### src/rtl/mc6502_interrupt_sequencer_if.sv
`default_nettype none
// ============================================================================
// mc6502_interrupt_sequencer_if : request/status/stack/vector bundle between core and sequencer
// Revision 1.0
// ============================================================================
interface mc6502_interrupt_sequencer_if;
    logic        cen;
    logic        i_nmi_x;
    logic        i_irq_x;
    logic [7:0]  i_psr;
    logic        i_sync;
    logic        i_brk;
    logic        o_busy;
    logic [2:0]  o_step;
    logic        o_stk_wr;
    logic [1:0]  o_stk_sel;
    logic [7:0]  o_push_p;
    logic        o_vec_rd;
    logic [15:0] o_vec_addr;
    logic        o_set_i;
    logic        o_i;
    logic        o_set_b;
    logic        o_b;
    logic        o_done;

    modport master (
        output cen, i_nmi_x, i_irq_x, i_psr, i_sync, i_brk,
        input  o_busy, o_step, o_stk_wr, o_stk_sel, o_push_p, o_vec_rd,
               o_vec_addr, o_set_i, o_i, o_set_b, o_b, o_done
    );

    modport slave (
        input  cen, i_nmi_x, i_irq_x, i_psr, i_sync, i_brk,
        output o_busy, o_step, o_stk_wr, o_stk_sel, o_push_p, o_vec_rd,
               o_vec_addr, o_set_i, o_i, o_set_b, o_b, o_done
    );
endinterface
`default_nettype wire

### src/rtl/mc6502_interrupt_sequencer.sv
`default_nettype none
// ============================================================================
// mc6502_interrupt_sequencer : RESET/NMI/IRQ/BRK arbitration and 7-step stack/vector sequence
// Revision 1.0
// ============================================================================
module mc6502_interrupt_sequencer #(
    parameter logic [15:0] VEC_NMI = 16'hFFFA,
    parameter logic [15:0] VEC_RST = 16'hFFFC,
    parameter logic [15:0] VEC_IRQ = 16'hFFFE
) (
    input  logic                          clk,
    input  logic                          rst_x,
    mc6502_interrupt_sequencer_if.slave   bus
);

    typedef enum logic [3:0] {
        S_IDLE = 4'd0, S_T1 = 4'd1, S_T2 = 4'd2, S_PCH = 4'd3, S_PCL = 4'd4,
        S_PSH  = 4'd5, S_VL = 4'd6, S_VH = 4'd7, S_HOLD = 4'd8
    } state_t;

    typedef enum logic [1:0] {K_RESET = 2'd0, K_NMI = 2'd1, K_IRQ = 2'd2, K_BRK = 2'd3} kind_t;

    state_t      state_q, state_d;
    kind_t       kind_q, kind_d;
    logic [15:0] base_q, base_d;
    logic        nmi_dly_q, nmi_pend_q, nmi_pend_d;
    logic        w_irq_req, w_nmi_edge;

    logic        busy_q, busy_d, stk_wr_q, stk_wr_d, vec_rd_q, vec_rd_d, done_q, done_d;
    logic        psh_q, psh_d, b_q, b_d;
    logic [2:0]  step_q, step_d;
    logic [1:0]  sel_q, sel_d;
    logic [15:0] vec_addr_q, vec_addr_d;

    logic        w_unused_psr;
    assign w_unused_psr = ^bus.i_psr[5:4];

    function automatic logic [15:0] kind_base(input kind_t k);
        case (k)
            K_RESET: kind_base = VEC_RST;
            K_NMI:   kind_base = VEC_NMI;
            default: kind_base = VEC_IRQ;
        endcase
    endfunction

    assign w_irq_req  = !bus.i_irq_x && !bus.i_psr[2];
    assign w_nmi_edge = nmi_dly_q && !bus.i_nmi_x;

    always_comb begin
        state_d    = state_q;
        kind_d     = kind_q;
        base_d     = base_q;
        nmi_pend_d = nmi_pend_q;
        if (bus.cen) begin
            case (state_q)
                S_HOLD: begin
                    state_d = S_T1;
                    kind_d  = K_RESET;
                end
                S_IDLE: begin
                    if (bus.i_sync && (nmi_pend_q || w_irq_req)) begin
                        state_d = S_T1;
                        kind_d  = nmi_pend_q ? K_NMI : K_IRQ;
                    end else if (bus.i_brk) begin
                        state_d = S_T2;
                        kind_d  = K_BRK;
                    end
                end
                S_T1:  state_d = S_T2;
                S_T2:  state_d = S_PCH;
                S_PCH: state_d = S_PCL;
                S_PCL: state_d = S_PSH;
                S_PSH: begin
                    // A pending NMI hijacks IRQ/BRK after P is already stacked
                    state_d = S_VL;
                    if (kind_q == K_RESET) begin
                        base_d = VEC_RST;
                    end else if (kind_q == K_NMI || nmi_pend_q) begin
                        base_d     = VEC_NMI;
                        nmi_pend_d = 1'b0;
                    end else begin
                        base_d = VEC_IRQ;
                    end
                end
                S_VL:    state_d = S_VH;
                S_VH:    state_d = S_IDLE;
                default: state_d = S_HOLD;
            endcase
            if (w_nmi_edge) nmi_pend_d = 1'b1;
        end
    end

    always_comb begin
        busy_d     = (state_d != S_IDLE) && (state_d != S_HOLD);
        step_d     = (state_d == S_HOLD) ? 3'd0 : state_d[2:0];
        stk_wr_d   = (state_d == S_PCH || state_d == S_PCL || state_d == S_PSH) && (kind_d != K_RESET);
        sel_d      = (state_d == S_PCL) ? 2'd1 : (state_d == S_PSH) ? 2'd2 : 2'd0;
        vec_rd_d   = (state_d == S_VL) || (state_d == S_VH);
        done_d     = (state_d == S_VH);
        psh_d      = (state_d == S_PSH);
        b_d        = (state_d == S_PSH) && (kind_d == K_BRK);
        vec_addr_d = (state_d == S_VL) ? base_d :
                     (state_d == S_VH) ? base_d + 16'd1 : kind_base(kind_d);
    end

    always_ff @(posedge clk) begin
        if (!rst_x) begin
            state_q    <= S_HOLD;
            kind_q     <= K_RESET;
            base_q     <= VEC_RST;
            nmi_pend_q <= 1'b0;
            nmi_dly_q  <= 1'b1;
            busy_q     <= 1'b0;
            step_q     <= 3'd0;
            stk_wr_q   <= 1'b0;
            sel_q      <= 2'd0;
            vec_rd_q   <= 1'b0;
            done_q     <= 1'b0;
            psh_q      <= 1'b0;
            b_q        <= 1'b0;
            vec_addr_q <= VEC_RST;
        end else begin
            state_q    <= state_d;
            kind_q     <= kind_d;
            base_q     <= base_d;
            nmi_pend_q <= nmi_pend_d;
            if (bus.cen) nmi_dly_q <= bus.i_nmi_x;
            busy_q     <= busy_d;
            step_q     <= step_d;
            stk_wr_q   <= stk_wr_d;
            sel_q      <= sel_d;
            vec_rd_q   <= vec_rd_d;
            done_q     <= done_d;
            psh_q      <= psh_d;
            b_q        <= b_d;
            vec_addr_q <= vec_addr_d;
        end
    end

    assign bus.o_busy     = busy_q;
    assign bus.o_step     = step_q;
    assign bus.o_stk_wr   = stk_wr_q;
    assign bus.o_stk_sel  = sel_q;
    assign bus.o_vec_rd   = vec_rd_q;
    assign bus.o_vec_addr = vec_addr_q;
    assign bus.o_done     = done_q;
    assign bus.o_set_i    = psh_q;
    assign bus.o_i        = psh_q;
    assign bus.o_set_b    = psh_q;
    assign bus.o_b        = b_q;
    assign bus.o_push_p   = {bus.i_psr[7:6], 1'b1, kind_q == K_BRK, bus.i_psr[3:0]};

endmodule
`default_nettype wire
### src/flat_wrapper.sv
// flat-port wrapper written by rule: the top's interface ports become plain ports
module mc6502_interrupt_sequencer_flat 
#(
    parameter logic [15:0] VEC_NMI = 16'hFFFA,
    parameter logic [15:0] VEC_RST = 16'hFFFC,
    parameter logic [15:0] VEC_IRQ = 16'hFFFE
)
  (clk, rst_x, bus_cen, bus_i_nmi_x, bus_i_irq_x, bus_i_psr, bus_i_sync, bus_i_brk, bus_o_busy, bus_o_step, bus_o_stk_wr, bus_o_stk_sel, bus_o_push_p, bus_o_vec_rd, bus_o_vec_addr, bus_o_set_i, bus_o_i, bus_o_set_b, bus_o_b, bus_o_done);
  mc6502_interrupt_sequencer_if bus_i ();
  input  logic clk;
  input  logic rst_x;
  input wire logic [$bits(bus_i.cen)-1:0] bus_cen;
  input wire logic [$bits(bus_i.i_nmi_x)-1:0] bus_i_nmi_x;
  input wire logic [$bits(bus_i.i_irq_x)-1:0] bus_i_irq_x;
  input wire logic [$bits(bus_i.i_psr)-1:0] bus_i_psr;
  input wire logic [$bits(bus_i.i_sync)-1:0] bus_i_sync;
  input wire logic [$bits(bus_i.i_brk)-1:0] bus_i_brk;
  output wire logic [$bits(bus_i.o_busy)-1:0] bus_o_busy;
  output wire logic [$bits(bus_i.o_step)-1:0] bus_o_step;
  output wire logic [$bits(bus_i.o_stk_wr)-1:0] bus_o_stk_wr;
  output wire logic [$bits(bus_i.o_stk_sel)-1:0] bus_o_stk_sel;
  output wire logic [$bits(bus_i.o_push_p)-1:0] bus_o_push_p;
  output wire logic [$bits(bus_i.o_vec_rd)-1:0] bus_o_vec_rd;
  output wire logic [$bits(bus_i.o_vec_addr)-1:0] bus_o_vec_addr;
  output wire logic [$bits(bus_i.o_set_i)-1:0] bus_o_set_i;
  output wire logic [$bits(bus_i.o_i)-1:0] bus_o_i;
  output wire logic [$bits(bus_i.o_set_b)-1:0] bus_o_set_b;
  output wire logic [$bits(bus_i.o_b)-1:0] bus_o_b;
  output wire logic [$bits(bus_i.o_done)-1:0] bus_o_done;
  assign bus_i.cen = bus_cen;
  assign bus_i.i_nmi_x = bus_i_nmi_x;
  assign bus_i.i_irq_x = bus_i_irq_x;
  assign bus_i.i_psr = bus_i_psr;
  assign bus_i.i_sync = bus_i_sync;
  assign bus_i.i_brk = bus_i_brk;
  assign bus_o_busy = bus_i.o_busy;
  assign bus_o_step = bus_i.o_step;
  assign bus_o_stk_wr = bus_i.o_stk_wr;
  assign bus_o_stk_sel = bus_i.o_stk_sel;
  assign bus_o_push_p = bus_i.o_push_p;
  assign bus_o_vec_rd = bus_i.o_vec_rd;
  assign bus_o_vec_addr = bus_i.o_vec_addr;
  assign bus_o_set_i = bus_i.o_set_i;
  assign bus_o_i = bus_i.o_i;
  assign bus_o_set_b = bus_i.o_set_b;
  assign bus_o_b = bus_i.o_b;
  assign bus_o_done = bus_i.o_done;
  mc6502_interrupt_sequencer #(.VEC_NMI(VEC_NMI), .VEC_RST(VEC_RST), .VEC_IRQ(VEC_IRQ)) u_core (.clk(clk), .rst_x(rst_x), .bus(bus_i));
endmodule
### config.mk
export PLATFORM = sky130hd
export DESIGN_NAME = mc6502_interrupt_sequencer_flat
export DESIGN_NICKNAME = d
export VERILOG_FILES = /design/src/rtl/mc6502_interrupt_sequencer_if.sv /design/src/rtl/mc6502_interrupt_sequencer.sv /design/src/flat_wrapper.sv
export SDC_FILE = /design/constraint.sdc
export NUM_CORES = 1
export LEC_CHECK = 0
export BUFFER_PORTS_ARGS = -buffer_cell sky130_fd_sc_hd__buf_4
export CORE_UTILIZATION = 54
export DETAILED_ROUTE_END_ITERATION = 10
export GPL_TIMING_DRIVEN = 0
export PLACE_DENSITY = 0.9
export SETUP_SLACK_MARGIN = 0.4
export SYNTH_ARGS = -nofsm -noshare
export SYNTH_HDL_FRONTEND = slang
export SYNTH_SLANG_ARGS = --single-unit
### constraint.sdc
create_clock -name clk -period 3.04 [get_ports clk]
set_clock_uncertainty 0.1 [all_clocks]
set_input_delay 0.304 -clock clk [delete_from_list [all_inputs] [get_ports clk]]
set_output_delay 0.304 -clock clk [all_outputs]
set_load 0.01 [all_outputs]
== Word-level counts from Yosys, hierarchy flattened ==
Cells that the tools add are included.
Widths: inputs -> output; s select.
Cells by class
  $add $sub $neg: 1
  equality and inequality tests: 20
  mux-type cells: 22
  bitwise logic cells: 1
  reduce and logical (&&, ||, !) cells: 24
Operator list (number)
  $mux 16: 5
  $pmux 4 s9: 1
  $eq 4x3->1 const B: 8
  $add 16x1->16 const B: 1
  $eq 4x2->1 const B: 3
  $mux 4: 3
  $mux 2: 5
  $eq 4x4->1 const B: 2
  $logic_and 1x1->1: 6
  $pmux 3 s2: 1
  $reduce_bool 2->1: 3
  $logic_or 1x1->1: 5
  $mux 1: 5
  $eq 2x1->1 const B: 2
  $eq 2x2->1 const B: 2
  $eq 4x1->1 const B: 1
  $logic_not 2->1: 2
  $logic_not 4->1: 1
  $ne 4x4->1 const B: 1
  $pmux 2 s2: 1
  $reduce_and 4->1: 1
  $reduce_bool 4->1: 1
  $reduce_or 2->1: 2
  $logic_not 1->1: 3
  other kinds (3): 3
Word-level totals
  register bits after elaboration: 51
  word-level logic and storage cells: 83

== Longest topological paths before layout ==
Gate-level depths: netlist of run 1.
  depth after elaboration: 11
  mapped depth: 10
  depth with buffers taken out: 8

== Least setup slack after synthesis of run 1 ==
No wires, ideal clock.
  path type: reg-to-reg
  start point: register u_core.state_q[3]
  end point: register u_core.vec_addr_q[12], in the netlist u_core.bus.o_vec_addr[12]
  data arrival time: 2.261 ns
  data required time: 2.820 ns
  slack: 0.560 ns
  stages on the path, launching flop included: 11
  buffers on the path: 2
  cells stage by stage: dfxtp_1 > buf_6 > nand4b_4 > or2_1 > clkbuf_1 > a21oi_1 > inv_1 > ha_1 > o221a_2 > a311o_1 > a211o_1
On the way
  elaborated cells between the ends (all ways): 20
RTL lines
  from (decl): line mc6502_interrupt_sequencer.sv:23  | state_t state_q, state_d;
  from (signal assigned): line mc6502_interrupt_sequencer.sv:123  | state_q <= state_d;
  $eq 4x3->1: line mc6502_interrupt_sequencer.sv:55  | case (state_q)
  $mux 16: line mc6502_interrupt_sequencer.sv:55
  $mux 16: line mc6502_interrupt_sequencer.sv:54  | if (bus.cen) begin
  net u_core.base_d[1]: line mc6502_interrupt_sequencer.sv:25  | logic [15:0] base_q, base_d;
  $add 16x1->16: line mc6502_interrupt_sequencer.sv:103  | (state_d == S_VH) ? base_d + 16'd1 : kind_base(kind_d);
  $mux 16: line mc6502_interrupt_sequencer.sv:103
  $mux 16: line mc6502_interrupt_sequencer.sv:102  | vec_addr_d = (state_d == S_VL) ? base_d :
  to (signal assigned): line mc6502_interrupt_sequencer.sv:136  | vec_addr_q <= vec_addr_d;
  to (decl): line mc6502_interrupt_sequencer.sv:33  | logic [15:0] vec_addr_q, vec_addr_d;
The timed path passes the listed nets, and every way through them passes these cells.
A chain may end at the register's enable or synchronous reset.

== Worst setup path in the final report of run 1 ==
Ends and elaborated chain as after synthesis.

==> run metrics, run 1 <==
top-count cell post-synth dfxtp_1; Clock Sinks 51; Rel. slew slack 0.6465; WL/cell roughly 15 um; Worst setup startpoint u_core.state_q[3]$_SDFF_PN1_; Synth top area share 0.4257; GRT Util Overall 0.2591; VDD IR-drop max ~0.00023 V; Setup TNS 0 ns; MaxCap Viol Count 0; via count around 2200; # rows 23; Ant. Diodes 0; Tmin final 2.561 ns; fin crit share 0.8423; Num CTS Buffers 5; Slew Viols, Final 0; multi-input logic area between 1000 and 1500 sq um; reg2reg start u_core.state_q[3]$_SDFF_PN1_; total gr overflow 0; maximum clock frequency about 390 MHz; Hold Violations, Final 0; DRC 0; dominant synthesized flop cell dfxtp_1; IO Port Bufs 43; Pwr Total between 1 and 1.5 mW; status finished clean; Hold Path Origin bus_i_nmi_x; DR iter-0 viols 239; Initial Utilization 0.5788; clk buf depth 2; Worst Setup Path Type reg -> reg; first-pass GRT wire length approximately 8.8 mm; Synth area leaders dfxtp_1 43%, buf_4 3.8%, nand3_1 3.1%; critical path, cell by cell buf_6 > nand4b_4 > or2_1 > clkbuf_4 > a21oi_4 > inv_1 > ha_2 > o221a_2 > a311o_1 > a211o_1; Post-synth top cells 51 x dfxtp_1, 20 x nor2_1, 15 x nand2_1, 15 x nand3_1; reg2reg path depth 10; via/cell ratio 6.052; CTS tree done; Worst-Skew Late Latency approximately 0.32 ns; Synthesized Nets 276; Distinct cells, synth 67; # IOs 52; CP max stage delay roughly 0.36 ns; DR pass1 iterations 4; final setup fails 0; fillers ~300; WL final 5.626 mm; fin util 0.7126; non-filler instance count after layout approximately 360; P&R area growth vs syn 23.11%; CP Launch Type register; HP Class in -> reg; Seq cells post-synth 51; average size of a mapped cell slightly above 9 sq um; H-tree levels 2; crit-path max FO 9; Finished Cell Area 2953 sq um; Least-Margin Pin Slew between 0.5 and 0.6 ns; Mapped Area about 2400 sq um; die outline width 68.65 um; data required time of the worst path around 3.2 ns; Hold WS roughly 0.18 ns; RSZ-0062 raised after global routing false; Core ar. around 4100 sq um; root buffer selected by CTS clkbuf_8; DP Worst Slack 0.2125 ns; vias in the first global route between 1500 and 2000; post-synth top area cell dfxtp_1; Final Net Count between 300 and 400; # hold bufs at CTS 0; largest net degree at the start of global routing 17; Async S/R FF share, synth 0; hold path cells 3; Die Y 68.65 um; Post-Place Cell Area approximately 2800 sq um; Syn Inst Count between 200 and 300; crit path max-delay cell type a311o_1; final worst slack 0.4793 ns; Worst-path clk slew around 0.1 ns; initial antenna violation count 0; CP arrival 2.68 ns; Leak 1.274 nW; layout cell share with drive strength beyond 1 0.2939; Seq/Total Area, Yosys 0.4257; Reg area ~1000 sq um; HPWL Detailed ~4 mm; critical path capture point type register; Die ar. about 4700 sq um; yosys warns 0; Final ANT Viol Nets 0; Post-synth EDFFs 0; PD cells around 470 nW/um^2; Final Wtd Congestion between 0.9 and 1; cell count after placement roughly 350
==> cells in the final DEF (no fill, tap or decap), types with 2 or more instances in the layout <==
cell type	netlist	layout
a2111oi_2	2	2
a211oi_1	4	4
a21o_1	2	2
a21oi_1	6	5
a21oi_2	2	2
a311oi_1	2	2
and2_1	6	6
and3_1	3	3
and3b_1	2	2
buf_2	3	3
buf_4	12	57
buf_6	4	4
bufinv_16	0	2
clkbuf_1	6	5
clkbuf_8	0	5
dfxtp_1	51	51
inv_1	10	10
mux2i_1	3	3
nand2_1	15	15
nand3_1	15	15
nand4_1	5	5
nor2_1	20	20
nor2b_1	2	2
nor3_1	6	6
nor3b_1	2	2
o211a_1	2	2
o21a_1	2	2
o21ai_0	6	6
o21ai_1	5	5
o22ai_1	4	4
o31a_1	3	3
o31ai_1	3	3
or2_2	2	2
or3_1	12	12
or4_1	3	3
xnor2_1	2	2
==> flip-flops by register name, indices dropped and copies added (netlist names) <==
| signal | count |
|---|---|
| u_core.bus.o_done | 1 |
| u_core.bus.o_stk_wr | 1 |
| u_core.kind_q | 2 |
| u_core.bus.o_b | 1 |
| u_core.bus.o_busy | 1 |
| u_core.nmi_pend_q | 1 |
| u_core.bus.o_i | 1 |
| u_core.base_q | 16 |
| u_core.state_q | 4 |
| u_core.bus.o_stk_sel | 2 |
| u_core.bus.o_step | 3 |
| u_core.bus.o_vec_addr | 16 |
| u_core.bus.o_vec_rd | 1 |
| u_core.nmi_dly_q | 1 |
==> per-layer routing <==
metal / vias to the layer above / global-route usage / share of wire
li1: 1046 / - / -
met1: 1012 / 0.3199 / 0.40
met2: 112 / 0.4118 / 0.48
met3: 27 / 0.05099 / 0.081
met4: 0 / 0.1615 / 0.041
met5: - / 0 / 0
==> cells by family (layout without fill, tap and decap cells) <==
kind of cell,Yosys count,in the layout,share of synthesized area
other,1,1,0.001563
buffers and inverters,35,88,0.08764
flip-flops,51,51,0.4257
adder cells (fa/ha/maj),1,1,0.005216
multiplexers,3,3,0.01252
AND/OR/NAND/NOR,107,107,0.2551
XOR/XNOR,3,3,0.01096
AO/OA/AOI/OAI,59,59,0.2014
==> critical path, delay by kind of cell (launching register included) <==
family | cells | cell delay [ns]
buf+inv | 3 | 0.40
flops | 1 | 0.33
compound gates | 4 | 0.93
fa+ha+maj | 1 | 0.22
simple gates | 2 | 0.47
==> where the power goes <==
group          total, mW  switching (mW)  leakage, nW  internal, mW
combinational      0.143          0.0775        0.795        0.0657
clock              0.558           0.230       0.0644         0.328
sequential         0.694          0.0112        0.414         0.683
==> layout make-up <==
cell class / instances / share of cell area
multi-input cells: 174 / 0.4000
flip-flops and latches: 51 / 0.3458
plain buffers: 25 / 0.05975
repair buffers: 45 / 0.1144
clock buffers: 5 / 0.02331
inverters: 10 / 0.01271
well taps: 50 / 0.02119
clock inverters: 3 / 0.02288
==> what timing repair did <==
action | CTS | global route
pin swaps | 0 | 1
buffers inserted | 0 | 2
resized for setup | 3 | 3
endpoints found under the setup margin | 3 | 2
==> final timing paths <==
check,to,slack [ns]
setup / recovery,u_core.bus.o_vec_addr[12]$_SDFF_PN1_,0.48
hold / removal,u_core.nmi_dly_q$_SDFFE_PN1P_,0.18
setup reg to reg,u_core.bus.o_vec_addr[12]$_SDFF_PN1_,0.48
hold reg to reg,u_core.base_q[15]$_SDFF_PN1_,0.38
(Power assumes the default switching activity.)
==> inputs of run 2 (changes only) <==
- CORE_UTILIZATION: 54 -> 48
- PLACE_DENSITY: 0.9 -> 0.86
- clock period: 3.04 -> 2.2 ns (I/O delays scaled with it)
==> run 2 against run 1 <==
  * Register-to-register slack worse by 0.61 ns
  * Core utilization rose by 7.5 points
  * The flow now finishes with violations (negative setup slack)
  * Global-route usage increased by 2.0 points
==> run metrics, run 2 (synthesized netlist as in run 1, its figures left out) <==
MaxCap Viol Count 0 (unchanged); cell count after placement 370 (+4.8%); Die Y 72.69 um (+5.9%); HPWL Detailed 3.877 mm (-4.5%); r2r setup slk -0.13 ns (-0.61 ns); non-filler instance count after layout 419 (+15%); H-tree levels 2 (unchanged); DR pass1 iterations 5 (+1); maximum clock frequency 429.0 MHz (+9.9%); CTS tree done; Leak 1.590 nW (+25%); Die ar. 5284 sq um (+12%); met1 usage 0.3588 (+0.03892); root buffer selected by CTS clkbuf_8; met3 Usage GRT 0.04972 (-0.001263); Ant. Diodes 0 (unchanged); P&R area growth vs syn 56.13%; met2 usage 0.4455 (+0.03372); Num CTS Buffers 5 (unchanged); die outline width 72.69 um (+5.9%); WL final 8.762 mm (+56%); Tmin final 2.331 ns (-0.2296 ns); Worst-Skew Late Latency 0.31 ns (about the same); Clock Sinks 51 (unchanged); vias in the first global route 2245 (+17%); largest net degree at the start of global routing 16 (-1); failing checks negative setup slack; PD cells 505.1 nW/um^2 (+6.9%); DRC 0 (unchanged); WL/cell 20.91 um (+35%); CP arrival 2.42 ns (-0.26 ns); Hold WS 0.1121 ns (-0.06839 ns); final worst slack -0.1311 ns (-0.6104 ns); GRT Util Overall 0.2792 (+0.02006); total gr overflow 0 (unchanged); # rows 25 (+8.7%); clk buf depth 2 (unchanged); layout cell share with drive strength beyond 1 0.5085 (+0.2146); Final Net Count 367 (+12%); Final Wtd Congestion 0.8645 (-5.7%); commonest non-fill, non-tap cell in the layout buf_4; Slew Viols, Final 0 (unchanged); Final ANT Viol Nets 0 (unchanged); Worst Setup Path Type reg -> reg; # IOs 52 (unchanged); Core ar. 4755 sq um (+15%); GR peak layer met2; status finished with violations; # hold bufs at CTS 0 (unchanged); first-pass GRT wire length 11.10 mm (+25%); most frequent cells in the layout 79 x buf_4, 46 x dfxtp_1, 19 x buf_6; family with the most delay on the worst path compound AO/OA/AOI/OAI gates; Rel. slew slack 0.6636 (+0.01709); Least-Margin Pin Slew 0.5046 ns (-0.02563 ns); RSZ-0062 raised after global routing true; DR iter-0 viols 423 (+77%); IO Port Bufs 43 (unchanged); Initial Utilization 0.5045 (-0.07433); HP Class in -> reg; CP max stage delay 0.33 ns (-0.03 ns); crit-path max FO 4 (-5); final setup fails 6 (+6); critical path capture point type register; critical path, cell by cell buf_6 > nand4b_4 > or2_1 > clkbuf_8 > a21oi_4 > inv_2 > ha_4 > buf_4 > o21a_1 > a311oi_2 > o21ai_1; initial antenna violation count 0 (unchanged); Hold Violations, Final 0 (unchanged); via count 2653 (+21%); Buf+Inv Stages, Crit Path 4 (+1); fin crit share 1.060 (+0.2173); via/cell ratio 6.332 (+4.6%); VDD IR-drop max 0.0002931 V (+30%); data required time of the worst path 2.29 ns (-0.87 ns); CP Launch Type register; crit path max-delay cell type dfxtp_2; Worst-path clk slew 0.10 ns (about the same)
run 2: cell types whose count changed in the layout (fill, tap and decap cells not counted), moves of 4 or more:
| cell | delta |
|---|---|
| nor2_4 | +5 |
| dfxtp_1 | -5 |
| buf_6 | +15 |
| nor3_1 | -4 |
| nor2_1 | -6 |
| buf_4 | +22 |
run 2: layout make-up:
class	count	area (sq um)
fill	265	1010
multi-input combinational	174	1539
clock buffer	7	96.34
buffer	25	232.7
inverter	10	37.54
timing repair buffer	84	715.7
sequential	51	1032
clock inverter	1	7.507
tap	67	83.83
run 2: path summary, 6_finish.rpt:
kind	from	to	cells past startpoint
worst min-delay path	bus_i_nmi_x	u_core.nmi_dly_q$_SDFFE_PN1P_	3
worst max register to register	u_core.state_q[3]$_SDFF_PN1_	u_core.bus.o_vec_addr[10]$_SDFF_PN1_	11
worst min register to register	u_core.base_q[12]$_SDFF_PN1_	u_core.base_q[12]$_SDFF_PN1_	1
worst max-delay path	u_core.state_q[3]$_SDFF_PN1_	u_core.bus.o_vec_addr[10]$_SDFF_PN1_	11
run 2: layer usage:
layer,routed length [um],vias to the layer above
met1,3302,1257
met3,871,55
met4,461,0
met5,0,-
li1,-,1117
met2,4127,224
run 2: tightest hold or removal path: stages:
cell,delay (ns)
buf_4,0.08
nor2b_1,0.04
o21ai_0,0.15
run 2: per-stage QoR:
| stage | utilization | power [mW] | TNS, ns | worst slack (ns) | area (sq um) |
|---|---|---|---|---|---|
| 2_1_floorplan | - | 1.108 | -0.008830 | -0.008830 | 2451 |
| 3_3_place_gp | 0.6011 | 1.173 | -0.2560 | -0.1408 | 2858 |
| 3_5_place_dp | 0.6011 | 1.176 | -0.3762 | -0.1703 | 2858 |
| 4_1_cts | 0.7279 | 1.802 | -0.04779 | -0.04301 | 3461 |
| 5_1_grt | 0.7876 | 1.939 | -0.7938 | -0.2050 | 3745 |
| 6_report | 0.7876 | 1.891 | -0.4566 | -0.1311 | 3745 |
run 2: repair_timing:
item | 4_1_cts | 5_1_grt
cloned | 2 | 1
pin swaps | 30 | 26
gates resized for setup | 59 | 45
setup buffers | 27 | 11
endpoints found under the setup margin | 29 | 37
run 2: power breakdown:
group          switching, mW  internal (mW)  total [mW]
logic                  0.171          0.151       0.322
clock network          0.320          0.287       0.606
registers             0.0195          0.943       0.963
